$ cat src/rtl/bcd_pkg.sv
// Shared constants and helpers for the BCD-to-binary converter.
package bcd_pkg;

   // Largest legal value of a single BCD digit.
   localparam int BCD_DIGIT_MAX = 9;

   // Working width of the conversion arithmetic. The top level masks results
   // down to the internal width, so this only needs to be wide enough for it.
   localparam int BCD_ACC_W = 32;

   typedef logic [BCD_ACC_W-1:0] bcd_acc_t;

   // Multiply by ten as (x << 3) + (x << 1).
   function automatic bcd_acc_t mul10(input bcd_acc_t x);
      return (x << 3) + (x << 1);
   endfunction

   // Bits needed to hold any value of num_digits BCD digits:
   // ceil(log2(10^num_digits)).
   function automatic int calc_int_w(input int num_digits);
      longint unsigned span;
      int              w;
      span = 1;
      for (int i = 0; i < num_digits; i++) begin
         span = span * 10;
      end
      w = 0;
      while ((64'd1 << w) < span) begin
         w = w + 1;
      end
      return w;
   endfunction

endpackage

$ cat src/rtl/bcd_digit_check.sv
// Flags whether one 4-bit nibble is a legal BCD digit (0..9).
module bcd_digit_check
   import bcd_pkg::*;
(
   input  logic [3:0] nibble,
   output logic       valid
);

   // Legal when the nibble does not exceed the largest decimal digit.
   always_comb begin
      valid = (nibble <= 4'(BCD_DIGIT_MAX));
   end

endmodule

$ cat src/rtl/bcd_to_binary.sv
// Registered packed-BCD to unsigned binary converter with digit and
// overflow flags. There is no handshake: in is sampled on every rising
// edge and out/err_digit/err_ovf always describe that single sample.
module bcd_to_binary
   import bcd_pkg::*;
#(
   parameter int NUM_DIGITS = 2,
   parameter int OUT_W      = 4
) (
   input  logic                    clk,
   input  logic                    rst_n,
   input  logic [4*NUM_DIGITS-1:0] in,
   output logic [OUT_W-1:0]        out,
   output logic                    err_digit,
   output logic                    err_ovf
);

   // Internal width that can hold the largest BCD value without truncation.
   localparam int INT_W = calc_int_w(NUM_DIGITS);

   localparam bcd_acc_t INT_MASK =
      (INT_W >= BCD_ACC_W) ? '1 : bcd_acc_t'((64'd1 << INT_W) - 64'd1);

   localparam bcd_acc_t OUT_MAX =
      (OUT_W >= BCD_ACC_W) ? '1 : bcd_acc_t'((64'd1 << OUT_W) - 64'd1);

   logic [NUM_DIGITS-1:0] digit_valid;
   bcd_acc_t              value;
   logic                  all_valid;
   logic                  too_big;

   logic [OUT_W-1:0]      out_d,       out_q;
   logic                  err_digit_d, err_digit_q;
   logic                  err_ovf_d,   err_ovf_q;

   // One legality checker per digit.
   for (genvar g = 0; g < NUM_DIGITS; g++) begin : g_digit
      bcd_digit_check u_check (
         .nibble (in[4*g +: 4]),
         .valid  (digit_valid[g])
      );
   end

   // Horner accumulation, most significant digit first: acc = acc*10 + digit.
   always_comb begin
      bcd_acc_t acc;
      acc = '0;
      for (int i = NUM_DIGITS - 1; i >= 0; i--) begin
         acc = (mul10(acc) + bcd_acc_t'(in[4*i +: 4])) & INT_MASK;
      end
      value = acc;
   end

   // Next outputs: bad digit beats overflow, overflow saturates.
   always_comb begin
      all_valid   = &digit_valid;
      too_big     = (value > OUT_MAX);
      out_d       = value[OUT_W-1:0];
      err_digit_d = 1'b0;
      err_ovf_d   = 1'b0;
      if (!all_valid) begin
         out_d       = '0;
         err_digit_d = 1'b1;
      end else if (too_big) begin
         out_d     = '1;
         err_ovf_d = 1'b1;
      end
   end

   // Output register; all three outputs load together so they never mix samples.
   always_ff @(posedge clk or negedge rst_n) begin
      if (!rst_n) begin
         out_q       <= '0;
         err_digit_q <= 1'b0;
         err_ovf_q   <= 1'b0;
      end else begin
         out_q       <= out_d;
         err_digit_q <= err_digit_d;
         err_ovf_q   <= err_ovf_d;
      end
   end

   assign out       = out_q;
   assign err_digit = err_digit_q;
   assign err_ovf   = err_ovf_q;

endmodule

$ cat config.mk
export PLATFORM = sky130hd
export DESIGN_NAME = bcd_to_binary
export DESIGN_NICKNAME = d
export VERILOG_FILES = /design/src/rtl/bcd_pkg.sv /design/src/rtl/bcd_digit_check.sv /design/src/rtl/bcd_to_binary.sv
export SDC_FILE = /design/constraint.sdc
export NUM_CORES = 1
export LEC_CHECK = 0
export CAP_MARGIN = 15
export CORE_AREA = 2 2 39 41
export CTS_CLUSTER_SIZE = 25
export DETAILED_ROUTE_END_ITERATION = 10
export DIE_AREA = 0 0 41 43
export PLACE_DENSITY_LB_ADDON = 0.3
export RECOVER_POWER = 50
export SYNTH_ARGS = -nofsm -noshare
export SYNTH_HDL_FRONTEND = slang
export SYNTH_SLANG_ARGS = --single-unit
$ cat constraint.sdc
create_clock -name clk -period 0.8 [get_ports clk]
set_clock_uncertainty 0.15 [all_clocks]
set_input_delay 0.16 -clock clk [delete_from_list [all_inputs] [get_ports clk]]
set_output_delay 0.16 -clock clk [all_outputs]
set_load 0.05 [all_outputs]
==> summary.txt <==
Outcome
  • Run status: complete, but fails checks
  • Violations in the final reports: negative setup slack

GRT
  • First-pass GRT wire length: 1590 µm
  • Pin count of the biggest net entering global routing: 7
  • Vias in the first global route: 418
  • Grt ovf: 0
  • Initial antenna violation count: 0
  • Global-route usage over all layers: 13.2%

Synth
  • Synth Net Count: 64
  • Number of synthesis warnings: 0
  • Most numerous cell types in the synthesized netlist: 9 x sky130_fd_sc_hd__inv_1, 7 x sky130_fd_sc_hd__ha_1, 6 x sky130_fd_sc_hd__dfrtp_1
  • Register bit total from synthesis: 6
  • Post-Synthesis Mean Instance Area: 10.2 µm²
  • Share of the yosys chip area belonging to registers: 32.7%
  • Top post-synthesis cells by area: sky130_fd_sc_hd__dfrtp_1 33%, sky130_fd_sc_hd__ha_1 19%, sky130_fd_sc_hd__fa_1 8.7%
  • Synthesized area: 459 µm²
  • Top FF cell, synth: sky130_fd_sc_hd__dfrtp_1
  • Cell variety after synth: 16
  • Number of cells produced by synthesis: 45
  • Async S/R FF share, synth: 100%
  • Most repeated cell in the gate-level netlist after synthesis: sky130_fd_sc_hd__inv_1
  • Library cell occupying the most area in the post-synthesis netlist: sky130_fd_sc_hd__dfrtp_1
  • EDFF count, synth: 0
  • Area share of the largest cell type after synthesis: 32.7%

Place
  • I/O Buffers: 15
  • DP Wirelength: 726 µm
  • Worst slack at placement: -2.14 ns
  • DP Area: 734 µm²
  • Final weighted congestion in routability-driven placement: 0.744

Route
  • DRC viols: 0
  • WL per Instance: 11.4 µm
  • Via count of the routed design: 411
  • Routed via count divided by cell count: 4.89
  • Routed Wire Length: 961 µm
  • Number of violations reported at the end of detailed-routing iteration 0: 5
  • Drt first pass iters: 4
  • Antenna-violating nets left: 0

Setup path
  • Worst path bufs/invs: 4
  • Type of element capturing the critical path: register
  • Crit path DAT: 2.14 ns
  • Worst setup path category: input port to register
  • Required time of the worst setup path: 0.77 ns
  • CP Max Fanout: 5
  • Startpoint type of the worst setup path: input port
  • Top Family by Delay on Critical Path: adder cells
  • Crit-path cells: buf_8 -> inv_8 -> fa_1 -> inv_2 -> ha_4 -> and3_4 -> or3_4 -> a2111oi_4 -> buf_4 -> a21oi_2
  • Slowest library cell on the worst path: sky130_fd_sc_hd__fa_1
  • Crit-path max cell delay: 0.54 ns

Final layout
  • Area occupied by multi-input gates: 365 µm²
  • Layout Cell Area excl Fill: 842 µm²
  • Relative area change from synthesis to final layout: 83.4%
  • # nets final: 89
  • Antenna diode instance count: 0
  • Sequential cell area: 153 µm²
  • Share of post-route cells with drive strength above 1: 60.3%
  • Count of filler cells inserted in the layout: 109

Timing
  • Hold Violations, Final: 0
  • Setup total negative slack: -8.56 ns
  • Portion of the clock cycle consumed by the worst path in the final layout: 272%
  • Final setup slack of the worst path: -1.37 ns
  • Unrepaired setup endpoints after global routing: yes
  • Final critical-path required period: 2.17 ns
  • Transition at the pin with the smallest max-transition slack: 0.347 ns
  • Count of final setup violators: 11
  • Final Slew Violations: 0
  • Relative slew margins: 76.6%
  • Highest attainable clock frequency: 0.460 GHz
  • Hold slack final: 0.0839 ns

Floorplan
  • Number of placed I/O pins: 16
  • Die area: 0.00176 mm²
  • Number of rows in the core area: 14
  • Vertical die dimension: 43 µm
  • Total core area: 0.00138 mm²
  • Initial Utilization: 33.2%
  • Horizontal die dimension: 41 µm

Pwr
  • Overall Power: 1270 µW
  • Power per cell area: 1510 mW/mm²
  • Leakage component of the power: 0.000380 µW
  • Worst-case vdd ir drop: 1060 µV

CTS
  • H-tree levels: 1
  • Clock sink count: 6
  • Clock transition at the registers of the reported paths: 0.04 ns
  • Number of clock buffers inserted by TritonCTS: 3
  • Clock tree root driver cell: sky130_fd_sc_hd__clkbuf_4
  • CTS tree: yes
  • Clk buf depth: 2
  • Post-cts hold buffer count: 0

Flow run
  • Max-cap violation count: 0

Min path
  • Path class of the lowest-slack min-delay path: input port to asynchronous set/reset pin
[cells in the final DEF, fill, tap and decap left out, drive strengths merged]
master,count
dlygate4sd2,2
a21o,1
clkdlybuf4s50,1
buf,14
and3,1
a2111oi,1
nor3b,1
or3b,1
fa,2
ha,7
inv,9
clkbuf,5
nor2b,1
a21oi,5
o21ai,3
nand2,2
dfrtp,6
or3,1
nor2,3
dlygate4sd3,1
a2bb2oi,1
[power breakdown]
group          switching (µW)  internal (µW)  total, µW
Clock                    90.5            168        259
Combinational             324            324        649
Sequential               24.8            338        363
Total                     440            831       1270
[sequential cells by signal (all words and copies together), names as in the netlist]
register   cells
out            4
err_ovf        1
err_digit      1
[repair_timing]
item | in CTS | in global routing
hold endpoints to repair | 0 | 0
endpoints found under the setup margin | 12 | 12
gates cloned | 0 | 0
resized for setup | 31 | 11
buffers inserted | 1 | 1
pin swaps | 11 | 10
[logic make-up after synthesis]
group / after synthesis / synth area share, %
buffers and inverters: 9 / 7.36
adders and majority gates: 9 / 27.8
DFF: 6 / 32.7
and+or+nand+nor: 10 / 13.9
AOI/OAI and AO/OA: 11 / 18.3
[through the flow]
stage / instances / utilization (%)
after floorplan: 45 / -
after global placement: 79 / 53.1
after detailed placement: 79 / 53.1
after CTS: 83 / 59.0
after global routing: 84 / 60.8
final: 84 / 60.8
[layer usage]
| metal | part of all wire, % | GRT usage, % |
|---|---|---|
| met1 | 37 | 13.9 |
| met2 | 58 | 23.4 |
| met3 | 5.3 | 1.57 |
| met4 | 0 | 6.67 |
| met5 | 0 | 0 |
[worst max path at each step]
stage,endpoint,start,cells after the start
CTS,out[1],in[6],9
floorplan,out[0],in[6],8
finish,out[1],in[6],10
global placement,out[1],in[6],9
detailed placement,out[1],in[6],9
global route,out[2],in[6],10
[final cells by class]
cell class | instances | area share, %
flip-flops and latches | 6 | 18.1
clock buffers | 3 | 2.67
repair buffers | 20 | 28.5
multi-input cells | 30 | 43.4
inverters | 9 | 4.90
well taps | 16 | 2.38
(Power assumes the default switching activity.)
